### src/rtl/tlc_signal_monitor.sv
// Lamp decoder and sequencing monitor for the traffic-light controller heads.
// Any illegal code, conflict, bad step or short yellow latches a fault and flashes both reds.
module tlc_signal_monitor #(
  parameter int MIN_YELLOW = 150000000,
  parameter int FLASH_HALF = 25000000,
  parameter int CW         = 31
) (
  input  logic       Clk,
  input  logic       Rst,
  input  logic [1:0] highwaySignal,
  input  logic [1:0] farmSignal,
  output logic [2:0] hwyLamp,
  output logic [2:0] farmLamp,
  output logic       fault,
  output logic [2:0] faultCode
);

  localparam logic [1:0] SIG_G = 2'b11;
  localparam logic [1:0] SIG_Y = 2'b10;
  localparam logic [1:0] SIG_R = 2'b00;
  localparam logic [2:0] LAMP_RED = 3'b100;
  localparam logic [CW-1:0] MIN_Y    = CW'(MIN_YELLOW);
  localparam logic [CW-1:0] FLASH_TC = CW'(FLASH_HALF - 1);

  typedef enum logic {MONITOR = 1'b0, FAULT = 1'b1} state_t;

  state_t        state_q, state_d;
  logic [1:0]    cur_h_q, cur_h_d, prev_h_q, prev_h_d;
  logic [1:0]    cur_f_q, cur_f_d, prev_f_q, prev_f_d;
  logic [CW-1:0] ycnt_q, ycnt_d;
  logic [CW-1:0] flash_q, flash_d;
  logic [2:0]    hwy_lamp_q, hwy_lamp_d, farm_lamp_q, farm_lamp_d;
  logic          fault_q, fault_d;
  logic [2:0]    fault_code_q, fault_code_d;
  logic [2:0]    viol;

  function automatic logic [2:0] decode(input logic [1:0] s);
    case (s)
      SIG_G:   decode = 3'b001;
      SIG_Y:   decode = 3'b010;
      SIG_R:   decode = 3'b100;
      default: decode = 3'b000;
    endcase
  endfunction

  function automatic logic bad_step(input logic [1:0] p, input logic [1:0] c);
    bad_step = (p == SIG_G && c == SIG_R) || (p == SIG_Y && c == SIG_G) ||
               (p == SIG_R && c == SIG_Y);
  endfunction

  function automatic logic yel_to_red(input logic [1:0] p, input logic [1:0] c);
    yel_to_red = (p == SIG_Y) && (c == SIG_R);
  endfunction

  // Lowest fault code wins when several checks hold together.
  always_comb begin
    viol = 3'b000;
    if (cur_h_q == 2'b01 || cur_f_q == 2'b01)
      viol = 3'b001;
    else if (cur_h_q != SIG_R && cur_f_q != SIG_R)
      viol = 3'b010;
    else if (bad_step(prev_h_q, cur_h_q) || bad_step(prev_f_q, cur_f_q))
      viol = 3'b011;
    else if ((yel_to_red(prev_h_q, cur_h_q) || yel_to_red(prev_f_q, cur_f_q)) &&
             ycnt_q < MIN_Y)
      viol = 3'b100;
  end

  always_comb begin
    cur_h_d      = highwaySignal;
    cur_f_d      = farmSignal;
    prev_h_d     = cur_h_q;
    prev_f_d     = cur_f_q;
    ycnt_d       = '0;
    state_d      = state_q;
    flash_d      = flash_q;
    hwy_lamp_d   = hwy_lamp_q;
    farm_lamp_d  = farm_lamp_q;
    fault_d      = fault_q;
    fault_code_d = fault_code_q;

    if (cur_h_q == SIG_Y || cur_f_q == SIG_Y)
      ycnt_d = (ycnt_q < MIN_Y) ? ycnt_q + 1'b1 : ycnt_q;

    case (state_q)
      MONITOR: begin
        if (viol != 3'b000) begin
          state_d      = FAULT;
          fault_d      = 1'b1;
          fault_code_d = viol;
          hwy_lamp_d   = LAMP_RED;
          farm_lamp_d  = LAMP_RED;
          flash_d      = '0;
        end else begin
          hwy_lamp_d  = decode(cur_h_q);
          farm_lamp_d = decode(cur_f_q);
        end
      end
      default: begin
        // Both reds share one phase; the highway red bit carries it.
        if (flash_q == FLASH_TC) begin
          flash_d     = '0;
          hwy_lamp_d  = {~hwy_lamp_q[2], 2'b00};
          farm_lamp_d = {~hwy_lamp_q[2], 2'b00};
        end else begin
          flash_d = flash_q + 1'b1;
        end
      end
    endcase
  end

  always_ff @(posedge Clk or posedge Rst) begin
    if (Rst) begin
      state_q      <= MONITOR;
      cur_h_q      <= SIG_R;
      cur_f_q      <= SIG_R;
      prev_h_q     <= SIG_R;
      prev_f_q     <= SIG_R;
      ycnt_q       <= '0;
      flash_q      <= '0;
      hwy_lamp_q   <= LAMP_RED;
      farm_lamp_q  <= LAMP_RED;
      fault_q      <= 1'b0;
      fault_code_q <= 3'b000;
    end else begin
      state_q      <= state_d;
      cur_h_q      <= cur_h_d;
      cur_f_q      <= cur_f_d;
      prev_h_q     <= prev_h_d;
      prev_f_q     <= prev_f_d;
      ycnt_q       <= ycnt_d;
      flash_q      <= flash_d;
      hwy_lamp_q   <= hwy_lamp_d;
      farm_lamp_q  <= farm_lamp_d;
      fault_q      <= fault_d;
      fault_code_q <= fault_code_d;
    end
  end

  assign hwyLamp   = hwy_lamp_q;
  assign farmLamp  = farm_lamp_q;
  assign fault     = fault_q;
  assign faultCode = fault_code_q;

endmodule

### config.mk
export PLATFORM = sky130hd
export DESIGN_NAME = tlc_signal_monitor
export DESIGN_NICKNAME = d
export VERILOG_FILES = /design/src/rtl/tlc_signal_monitor.sv
export SDC_FILE = /design/constraint.sdc
export NUM_CORES = 1
export LEC_CHECK = 0
export ABC_AREA = 0
export CORE_UTILIZATION = 52
export CTS_BUF_LIST = sky130_fd_sc_hd__clkbuf_8
export CTS_CLUSTER_DIAMETER = 40
export DETAILED_ROUTE_END_ITERATION = 12
export PLACE_DENSITY = 0.72
export SYNTH_ARGS = -nofsm -noshare
export SYNTH_HDL_FRONTEND = slang
export SYNTH_SLANG_ARGS = --single-unit
export TNS_END_PERCENT = 10
### constraint.sdc
create_clock -name Clk -period 2.9 [get_ports Clk]
set_input_delay 0.725 -clock Clk [delete_from_list [all_inputs] [get_ports Clk]]
set_output_delay 0.725 -clock Clk [all_outputs]
set_load 0.01 [all_outputs]
==> summary.txt, run 1 <==
STA
  • Final Cycle Share: 83.9%
  • Final-report max-slew violation count: 0
  • Endpoints failing hold: 0
  • Least-Margin Pin Slew: 0.866 ns
  • Unrepaired setup endpoints after global routing: false
  • Worst Clk Skew: 0.0114 ns
  • Final Critical Period: 2.43 ns
  • Final total negative setup slack: 0 ns
  • Setup-failing EPs final: 0
  • Max Clk Rate: 411 MHz
  • Slew margin rel.: 42.2%

Critical path
  • Slowest-stage cell, CP: and2_1
  • R2r startpoint: flash_q[0]$_DFFE_PP0P_
  • R2R depth: 7
  • CP cell instances: ha_1 -> and4_1 -> nand4_1 -> or3_1 -> and2_1 -> nand4_1 -> o21ai_0
  • Crit path DAT: 2.69 ns
  • CP Capture Type: register
  • Worst path max stage delay: 0.72 ns
  • R2r setup slk: 0.47 ns
  • Setup CP Type: reg2reg
  • Top cell by count, worst path: nand4_1
  • WP data required: 3.16 ns
  • CP max FO: 23
  • Terminus of the critical flop-to-flop path: flash_q[26]$_DFFE_PP0P_
  • Critical path origin: flash_q[0]$_DFFE_PP0P_
  • Critical Path Source Type: register

Clock tree
  • Root buffer cell: clkbuf_8
  • Clock transition at path regs: 0.08 ns
  • CTS resizes: 0
  • Total setup buffers inserted after CTS: 0
  • CTS tree: done
  • Hold Buf Count CTS: 0
  • CTS H-tree depth: 3
  • Clock buffer depth: 2
  • CTS Buf Count: 9
  • Clock sinks: 81
  • Skew-Pair Late Insertion Delay: 0.35 ns

Floorplanning
  • Die ar.: 0.00836 mm2
  • I/O pin total: 16
  • Die height: 91.4 um
  • Core Region: 0.00773 mm2
  • Initial Utilization: 53.8%
  • Row cnt: 32
  • Chip Width: 91.4 um

Global route
  • Global-route wire length before repair: 15400 um
  • Gr ovfl total: 0
  • Initial antenna violation count: 0
  • Number of global-route vias before repair: 3240
  • Largest net degree at the start of global routing: 33
  • GRT Overall Usage: 22.8%

Power and ir drop
  • Leakage dissipation: 1.90 nW
  • Peak VDD IR: 0.000360 V
  • Pwr Density: 510 mW/mm2
  • Power Total: 0.00236 W

Hold path
  • Hold Path Cell Cnt: 1
  • Worst hold start: flash_q[21]$_DFFE_PP0P_
  • Worst min path class: reg2reg
  • Worst Hold Path EP: flash_q[21]$_DFFE_PP0P_

Yosys
  • Post-Syn Nets: 450
  • Register area share after synthesis: 48.8%
  • Mapped Area: 0.00416 mm2
  • Top FF cell, synth: dfrtp_1
  • Yosys top cell area share: 47.5%
  • Count of cell types in the netlist: 55
  • Flops & latches, synth: 81
  • Ys Warns: 0
  • EDFF count, synth: 0
  • Post-synth top area cell: dfrtp_1
  • Synth area leaders: dfrtp_1, o21ai_0, nand4_1, xor2_1, nor2_1
  • Post-Syn Area per Cell: 9.41 um2
  • Post-synthesis async set-or-reset flop share: 100%
  • Cell count after synthesis: 442

Routing
  • DRT Pass-1 Iters: 5
  • Vias: 3370
  • Routed vias/inst: 5.99
  • Routed WL: 8710 um
  • Remaining antenna violation count: 0
  • DRC: 0
  • Avg WL per Cell: 15.5 um
  • Initial drt markers: 174

Layout
  • # diodes: 0
  • Fillers: 640
  • Area delta synth->final: 11.5%
  • Share of layout cells above drive strength 1: 8.68%
  • Nets: 464

Placed design
  • Hpwl dp: 5750 um
  • Global placement routability congestion: 0.795
  • IO Port Bufs: 15

Run
  • Max_cap viols: 0

Run status
  • Status: completed
## through the flow
stage	setup slack, ns	std cells	hold WS (ns)	utilization [%]	instance area, um2
3_3_place_gp	0.527	547	0.452	57.1	4410
2_1_floorplan	0.0982	442	0.352	-	4160
3_5_place_dp	0.472	547	0.462	57.1	4410
5_1_grt	0.254	563	0.497	60.0	4640
6_report	0.467	563	0.483	60.0	4640
4_1_cts	0.424	563	0.486	60.0	4640
## how the worst max path moves through the flow
stage               depth (start not counted)  slack, ns                      end
floorplan                                   1        0.1     cur_f_q[0]$_DFF_PP0_
global placement                            6       0.53   ycnt_q[22]$_DFFE_PP0P_
detailed placement                          7       0.47  flash_q[28]$_DFFE_PP0P_
CTS                                         7       0.42  flash_q[26]$_DFFE_PP0P_
global route                                7       0.25  flash_q[30]$_DFFE_PP0P_
finish                                      7       0.47  flash_q[26]$_DFFE_PP0P_
## final cells by class
| class | count | area (um2) | area share (%) |
|---|---|---|---|
| inverter | 10 | 38.8 | 0.836 |
| multi-input combinational | 330 | 1980 | 42.8 |
| clock buffer | 10 | 138 | 2.97 |
| timing repair buffer | 24 | 230 | 4.96 |
| sequential | 81 | 2030 | 43.8 |
| clock inverter | 6 | 90.1 | 1.94 |
| tap | 102 | 128 | 2.75 |
## placed cells by master (no fill, tap or decap), types with 3 or more instances in the layout
| cell type | Yosys | layout |
|---|---|---|
| a21oi_1 | 13 | 13 |
| a31oi_1 | 11 | 11 |
| a32o_1 | 3 | 3 |
| and2_1 | 6 | 6 |
| and3_1 | 14 | 14 |
| and4_1 | 5 | 5 |
| buf_4 | 0 | 8 |
| clkbuf_8 | 0 | 10 |
| clkdlybuf4s50_1 | 0 | 15 |
| dfrtp_1 | 79 | 79 |
| inv_1 | 10 | 9 |
| nand2_1 | 33 | 33 |
| nand3_1 | 19 | 19 |
| nand4_1 | 30 | 30 |
| nor2_1 | 42 | 42 |
| nor2b_1 | 6 | 6 |
| nor3_1 | 10 | 10 |
| nor4_1 | 7 | 7 |
| o21ai_0 | 50 | 50 |
| o21ai_1 | 6 | 6 |
| o31ai_1 | 4 | 3 |
| or3_1 | 7 | 7 |
| or4_1 | 3 | 3 |
| xnor2_1 | 7 | 7 |
| xor2_1 | 21 | 21 |
## synth_stat cells (2+ instances only)
| library cell | instances |
|---|---|
| o31ai_1 | 4 |
| xor2_1 | 21 |
| nor2_1 | 42 |
| nor3_1 | 10 |
| and3_1 | 14 |
| and4_1 | 5 |
| and2_1 | 6 |
| a21oi_1 | 13 |
| or3_1 | 7 |
| o21ai_1 | 6 |
| nor3b_1 | 2 |
| buf_6 | 5 |
| xnor2_1 | 7 |
| dfrtp_1 | 79 |
| a21oi_2 | 2 |
| dfstp_2 | 2 |
| inv_1 | 10 |
| o21ai_0 | 50 |
| ha_1 | 2 |
| a31oi_1 | 11 |
| nor4b_1 | 2 |
| nand3_1 | 19 |
| nor4_1 | 7 |
| buf_2 | 5 |
| or4_1 | 3 |
| a32o_1 | 3 |
| nor2b_1 | 6 |
| nor4_2 | 2 |
| clkbuf_1 | 10 |
| nand4_1 | 30 |
| nand2_1 | 33 |
## report_power, final
group,total [W],internal (W),switching [W],leakage [nW]
Sequential,0.00126,0.00119,0.0000665,1.08
Combinational,0.000182,0.0000836,0.0000988,0.707
Clock,0.000926,0.000511,0.000414,0.113
Total,0.00236,0.00178,0.000580,1.90
## logic make-up (layout without fill, tap and decap cells)
family / after synthesis / in the layout / synth area share (%)
xor gates and xnor gates: 28 / 28 / 5.89
buffers and inverters: 31 / 50 / 3.88
and+or+nand+nor: 195 / 195 / 25.3
DFF: 81 / 81 / 48.8
AOI/OAI and AO/OA: 103 / 103 / 15.0
adders and majority gates: 2 / 2 / 0.601
muxes: 2 / 2 / 0.511
## worst max-delay path: cells and delay by family (launching register included)
family	cells	cell delay, ns
compound gates	1	0.22
simple gates	5	1.46
fa+ha+maj	1	0.26
flops	1	0.41
## sequential cells by signal (all words and copies together), names as in the netlist
register,cells
flash_q,31
hwyLamp,3
state_q,1
faultCode,3
farmLamp,3
cur_f_q,2
fault,1
ycnt_q,31
cur_h_q,2
prev_f_q,2
prev_h_q,2
## layer usage
layer | routed length (um) | vias to the layer above | track usage [%]
li1 | - | 1655 | -
met1 | 4030 | 1623 | 31.2
met2 | 4190 | 84 | 36.3
met3 | 408 | 8 | 5.28
met4 | 81 | 0 | 6.22
met5 | 0 | - | 0
No activity file was read; power rests on OpenSTA's default activity.
==> inputs of run 2 (changes only) <==
- PLACE_DENSITY: 0.72 -> 0.7
- clock period: 2.9 -> 2.5 ns (I/O delays scaled with it)
==> run 2 against run 1 <==
Fmax grew 7.3%. Sequential share of layout area shrank 0.47 points. Worst setup slack lost 0.23 ns. Final cell count grew 1.2%. Sequential power grew 15%. Hold slack is essentially flat. Die area is the same. Register-to-register slack lost 0.23 ns. Core utilization grew 0.65 points. Critical endpoint is now flash_q[10]$_DFFE_PP0P_. Global-route usage grew 0.22 points. Highest routed layer unchanged. Total power grew 12%. Flip-flop and latch count is the same.
==> summary.txt, run 2 (synthesized netlist as in run 1, its figures left out) <==
Clock tree
  • Clock buffer depth: 2 (unchanged)
  • CTS Buf Count: 9 (unchanged)
  • Clock transition at path regs: 0.09 ns (about the same)
  • Skew-Pair Late Insertion Delay: 0.36 ns (about the same)
  • CTS tree: done
  • Root buffer cell: clkbuf_8
  • CTS resizes: 0 (unchanged)
  • Total setup buffers inserted after CTS: 0 (unchanged)
  • CTS H-tree depth: 3 (unchanged)
  • Hold Buf Count CTS: 0 (unchanged)
  • Clock sinks: 81 (unchanged)

Layout
  • # diodes: 0 (unchanged)
  • Sequential cell area: 0.00203 mm2 (unchanged)
  • Fillers: 664 (+3.8%)
  • Final Instance Area: 0.00469 mm2 (+1.1%)
  • Area delta synth->final: 12.7%
  • Biggest regs: flash_q x31, ycnt_q x31
  • Nets: 471 (+1.5%)
  • Final Util: 60.7% (+0.65 points)
  • Area of the multi-input gates: 0.00199 mm2 (+0.19%)
  • Share of layout cells above drive strength 1: 10.3% (+1.6 points)
  • Most frequent cells in the layout: dfrtp_1, o21ai_0, nor2_1
  • Leading cell type in the layout, fill and taps excluded: dfrtp_1

Floorplanning
  • Core Region: 0.00773 mm2 (unchanged)
  • Row cnt: 32 (unchanged)
  • Die ar.: 0.00836 mm2 (unchanged)
  • Initial Utilization: 53.8% (unchanged)
  • I/O pin total: 16 (unchanged)
  • Chip Width: 91.4 um (unchanged)
  • Die height: 91.4 um (unchanged)

Critical path
  • CP max FO: 17 (-26%)
  • CP delay by family, top: compound AO/OA/AOI/OAI gates
  • Top cell by count, worst path: o21ai_0
  • Slowest-stage cell, CP: o311a_4
  • Critical Path Source Type: register
  • WP data required: 2.74 ns (-0.42 ns)
  • Worst path max stage delay: 0.51 ns (-0.21 ns)
  • Buffer and inverter count on the worst path: 1 (+1)
  • Crit path DAT: 2.51 ns (-0.18 ns)
  • CP Capture Type: register
  • CP cell instances: nor3_1 -> o21ai_1 -> a21o_1 -> o311a_4 -> buf_12 -> o21ai_0 -> o21ai_0
  • Setup CP Type: reg2reg

Global route
  • GRT Overall Usage: 23.0% (+0.22 points)
  • Gr ovfl total: 0 (unchanged)
  • Largest net degree at the start of global routing: 82 (+150%)
  • Number of global-route vias before repair: 3292 (+1.6%)
  • Initial antenna violation count: 0 (unchanged)
  • Global-route wire length before repair: 15300 um (-0.14%)

STA
  • Least-Margin Pin Slew: 0.580 ns (-0.287 ns)
  • Hold WS: 0.484 ns (+0.000493 ns)
  • Endpoints failing hold: 0 (unchanged)
  • Slew margin rel.: 61.2% (+19 points)
  • Setup-failing EPs final: 0 (unchanged)
  • Final Critical Period: 2.27 ns (-0.166 ns)
  • Final-report max-slew violation count: 0 (unchanged)
  • Worst Clk Skew: 0.0114 ns (-0.0000170 ns)
  • Final Cycle Share: 90.7% (+6.8 points)
  • Max Clk Rate: 441 MHz (+7.3%)
  • Final total negative setup slack: 0 ns (unchanged)
  • Unrepaired setup endpoints after global routing: false

Power and ir drop
  • Peak VDD IR: 0.000337 V (-6.4%)
  • Pwr Density: 564 mW/mm2 (+11%)
  • Power Total: 0.00265 W (+12%)
  • Leakage dissipation: 1.91 nW (+0.55%)

Hold path
  • Worst min path class: reg2reg

Placed design
  • IO Port Bufs: 15 (unchanged)
  • Placed inst area: 0.00448 mm2 (+1.5%)
  • Hpwl dp: 5910 um (+2.7%)
  • Global placement routability congestion: 0.800 (+0.62%)

Routing
  • DRC: 0 (unchanged)
  • Routed vias/inst: 6.02 (+0.65%)
  • Remaining antenna violation count: 0 (unchanged)
  • Routed WL: 8810 um (+1.1%)
  • Vias: 3434 (+1.9%)
  • Avg WL per Cell: 15.5 um (-0.12%)
  • Initial drt markers: 205 (+18%)
  • DRT Pass-1 Iters: 4 (-1)

Run
  • Max_cap viols: 0 (unchanged)

Run status
  • Status: completed
[run 2: cell count changes in the layout (fill, tap and decap cells not counted), sizes merged]
cell / before / now
clkbuf: 10 / 9
bufinv: 2 / 1
buf: 9 / 16
clkinv: 3 / 2
clkinvlp: 1 / 4
[run 2: final cells by class]
cell class / instances / share of cell area (%)
sequential: 81 / 43.3
multi-input combinational: 330 / 42.4
timing repair buffer: 31 / 6.38
tap: 102 / 2.72
clock buffer: 9 / 2.64
clock inverter: 7 / 1.68
inverter: 10 / 0.881
[run 2: final timing paths]
check	slack (ns)	cells after the start	end	start
min in group asynchronous	0.71	3	state_q$_DFF_PP0_	Rst
max in group asynchronous	1.45	3	flash_q[9]$_DFFE_PP0P_	Rst
worst max-delay path	0.23	7	flash_q[10]$_DFFE_PP0P_	ycnt_q[24]$_DFFE_PP0P_
worst max register to register	0.23	7	flash_q[10]$_DFFE_PP0P_	ycnt_q[24]$_DFFE_PP0P_
worst min register to register	0.48	1	fault$_DFFE_PP0P_	fault$_DFFE_PP0P_
worst min-delay path	0.48	1	fault$_DFFE_PP0P_	fault$_DFFE_PP0P_
[run 2: report_power, final]
| part | leakage [nW] | internal (W) | switching [W] |
|---|---|---|---|
| Clock | 0.0921 | 0.000468 | 0.000512 |
| Sequential | 1.08 | 0.00138 | 0.0000739 |
| Combinational | 0.738 | 0.0000973 | 0.000114 |
| Total | 1.91 | 0.00194 | 0.000700 |
[run 2: metal layers]
metal	vias up	track usage (%)	wire, um	share of wire (%)
li1	1660	-	-	-
met1	1683	30.6	4040	46
met2	77	37.8	4280	49
met3	14	3.10	355	4.0
met4	0	9.39	135	1.5
met5	-	0	0	0
[run 2: through the flow]
step                      instances  worst slack (ns)
after CTS                       570             0.129
final                           570             0.233
after global placement          554             0.208
after detailed placement        554             0.152
after global routing            570            0.0207
after floorplan                 442             0.494
==> inputs of run 3 (changes only) <==
- CORE_ASPECT_RATIO: default -> 0.7
- clock period: 2.5 -> 2.25 ns (I/O delays scaled with it)
==> run 3 against run 2 <==
First-iteration DRC count up 29%. Critical path depth unchanged. Sequential power up 12%. Die area about the same. Fmax up 3.8%. Largest cell class unchanged.
==> summary.txt, run 3 (synthesized netlist as in run 1, its figures left out) <==
Routing
  • DRT Pass-1 Iters: 5 (+1)
  • Initial drt markers: 264 (+29%)
  • Metal2 WL: 3720 um (-13%)
  • Vias: 3438 (+0.12%)
  • Remaining antenna violation count: 0 (unchanged)
  • DR top layer: met4
  • Avg WL per Cell: 15.2 um (-1.6%)
  • Routed vias/inst: 5.92 (-1.8%)
  • Routed WL: 8840 um (+0.31%)
  • M1 wire length: 4510 um (+12%)
  • DRC: 0 (unchanged)
  • Metal3 WL: 544 um (+53%)

Floorplanning
  • I/O pin total: 16 (unchanged)
  • Die height: 76.8 um (-16%)
  • Die ar.: 0.00837 mm2 (about the same)
  • Initial Utilization: 55.4% (+1.5 points)
  • Core Region: 0.00751 mm2 (-2.8%)
  • Row cnt: 26 (-19%)
  • Chip Width: 109 um (+19%)

Critical path
  • R2R depth: 7 (unchanged)
  • Setup CP Type: reg2reg
  • Critical path origin: ycnt_q[9]$_DFFE_PP0P_
  • Buffer and inverter count on the worst path: 1 (unchanged)
  • CP max FO: 11 (-6)
  • CP Capture Type: register
  • Critical Path Source Type: register
  • WP data required: 2.52 ns (-0.22 ns)
  • CP cell instances: or4_1 -> a21oi_2 -> or4_1 -> buf_6 -> nand3_2 -> or3_1 -> a21oi_1
  • Top cell by count, worst path: or4_1
  • Worst path max stage delay: 0.54 ns (+0.03 ns)
  • CP delay by family, top: simple AND/OR/NAND/NOR gates
  • R2r setup slk: 0.07 ns (-0.17 ns)
  • R2r startpoint: ycnt_q[9]$_DFFE_PP0P_
  • Slowest-stage cell, CP: or4_1
  • Terminus of the critical flop-to-flop path: ycnt_q[24]$_DFFE_PP0P_
  • Crit path DAT: 2.46 ns (-0.05 ns)

Global route
  • Initial antenna violation count: 0 (unchanged)
  • GRT Overall Usage: 23.4% (+0.45 points)
  • Largest net degree at the start of global routing: 82 (unchanged)
  • Gr ovfl total: 0 (unchanged)
  • Global-route wire length before repair: 15300 um (about the same)
  • Number of global-route vias before repair: 3122 (-5.2%)

STA
  • Max Clk Rate: 458 MHz (+3.8%)
  • Final Critical Period: 2.18 ns (-0.0832 ns)
  • Worst Clk Skew: 0.00557 ns (-0.00580 ns)
  • Hold WS: 0.431 ns (-0.0530 ns)
  • Final-report max-slew violation count: 0 (unchanged)
  • Endpoints failing hold: 0 (unchanged)
  • Setup-failing EPs final: 0 (unchanged)
  • Unrepaired setup endpoints after global routing: true
  • Slew margin rel.: 69.3% (+8.1 points)
  • Final Cycle Share: 97.0% (+6.4 points)
  • Least-Margin Pin Slew: 0.461 ns (-0.119 ns)

Layout
  • Most frequent cells in the layout: dfrtp_1, nor2_1, o21ai_0
  • # diodes: 0 (unchanged)
  • Final cell count without fillers: 581 (+1.9%)
  • Nets: 486 (+3.2%)
  • Leading cell type in the layout, fill and taps excluded: dfrtp_1
  • Area delta synth->final: 15.7%
  • Sequential cell area: 0.00203 mm2 (unchanged)
  • Biggest regs: flash_q x31, ycnt_q x31
  • Area of the multi-input gates: 0.00200 mm2 (+0.69%)
  • Share of layout cells above drive strength 1: 13.0% (+2.8 points)
  • Fillers: 603 (-9.2%)

Run status
  • Status: completed

Clock tree
  • CTS H-tree depth: 3 (unchanged)
  • Skew-Pair Late Insertion Delay: 0.35 ns (about the same)
  • CTS tree: done
  • Root buffer cell: clkbuf_8
  • Total setup buffers inserted after CTS: 0 (unchanged)
  • Clock transition at path regs: 0.08 ns (about the same)
  • Hold Buf Count CTS: 0 (unchanged)
  • CTS resizes: 0 (unchanged)
  • Clock buffer depth: 2 (unchanged)
  • Clock sinks: 81 (unchanged)
  • CTS Buf Count: 9 (unchanged)

Power and ir drop
  • P_int: 0.00222 W (+14%)
  • Pwr Density: 612 mW/mm2 (+8.4%)
  • Peak VDD IR: 0.000589 V (+75%)
  • Clock power frac: 36.8% (-0.2 points)
  • Logic gate share of total power: 8.3% (+0.3 points)
  • Switching pwr: 0.000726 W (+3.7%)
  • Leakage dissipation: 2.00 nW (+4.7%)
  • Switching share of power: 24.7% (-1.8 points)
  • Flop pwr share: 54.9% (about the same)

Placed design
  • Cells after DPL: 565 (+2.0%)
  • Hpwl dp: 6090 um (+3.0%)
  • Global placement routability congestion: 0.814 (+1.7%)
  • IO Port Bufs: 15 (unchanged)

Run
  • Max_cap viols: 0 (unchanged)

Hold path
  • Hold Path Cell Cnt: 0 (-1)
  • Worst Hold Path EP: prev_h_q[1]$_DFF_PP0_
  • Worst hold start: cur_h_q[1]$_DFF_PP0_
  • Worst min path class: reg2reg
run 3: cell types whose count changed in the layout (fill, tap and decap cells not counted), moves of 2 or more:
| cell | change |
|---|---|
| o21ai_0 | -9 |
| o21ai_1 | +8 |
| clkbuf_8 | +2 |
| buf_4 | +15 |
| clkinvlp_4 | -2 |
run 3: power by group through the flow:
| stage | combinational, W | clock, W | sequential [W] |
|---|---|---|---|
| after floorplan | 0.000152 | 0 | 0.00163 |
| after global placement | 0.000238 | 0 | 0.00164 |
| after detailed placement | 0.000249 | 0 | 0.00164 |
| after CTS | 0.000249 | 0.00112 | 0.00162 |
| after global routing | 0.000272 | 0.00117 | 0.00163 |
| final | 0.000244 | 0.00108 | 0.00162 |
run 3: worst reg2reg max path: cells and delay by family, from the launching register on:
family,cells,cell delay (ns)
buffers and inverters,1,0.16
DFF,1,0.42
and+or+nand+nor,4,1.19
AOI/OAI and AO/OA,2,0.34
run 3: worst max-delay path by stage:
stage | endpoint | slack [ns] | depth (start not counted)
after floorplan | farmLamp[0]$_DFFE_PP0P_ | 0.24 | 8
after detailed placement | flash_q[3]$_DFFE_PP0P_ | 0.10 | 7
after global placement | flash_q[15]$_DFFE_PP0P_ | 0.11 | 7
after global routing | ycnt_q[24]$_DFFE_PP0P_ | -0.04 | 7
final | ycnt_q[24]$_DFFE_PP0P_ | 0.07 | 7
after CTS | ycnt_q[24]$_DFFE_PP0P_ | 0.09 | 7
run 3: area by class of cell:
cell class	count	area share [%]
Sequential cell	81	42.2
Multi-Input combinational cell	330	41.6
Timing Repair Buffer	46	8.55
Clock buffer	11	3.15
Tap cell	98	2.55
Clock inverter	5	1.14
Inverter	10	0.858
run 3: through the flow:
| stage | worst slack (ns) | power, W | area [um2] | util (%) | TNS (ns) |
|---|---|---|---|---|---|
| 4_1_cts | 0.0877 | 0.00298 | 4790 | 63.8 | 0 |
| 5_1_grt | -0.0382 | 0.00307 | 4810 | 64.0 | -0.111 |
| 3_5_place_dp | 0.104 | 0.00189 | 4580 | 61.0 | 0 |
| 6_report | 0.0666 | 0.00294 | 4810 | 64.0 | 0 |
| 2_1_floorplan | 0.244 | 0.00178 | 4160 | - | 0 |
| 3_3_place_gp | 0.114 | 0.00188 | 4580 | 61.0 | 0 |
run 3: per-layer routing:
layer / GRT usage, % / vias to the layer above
met5: 0 / -
met1: 37.1 / 1641
met4: 5.81 / 0
met2: 31.6 / 104
met3: 5.61 / 6
li1: - / 1687
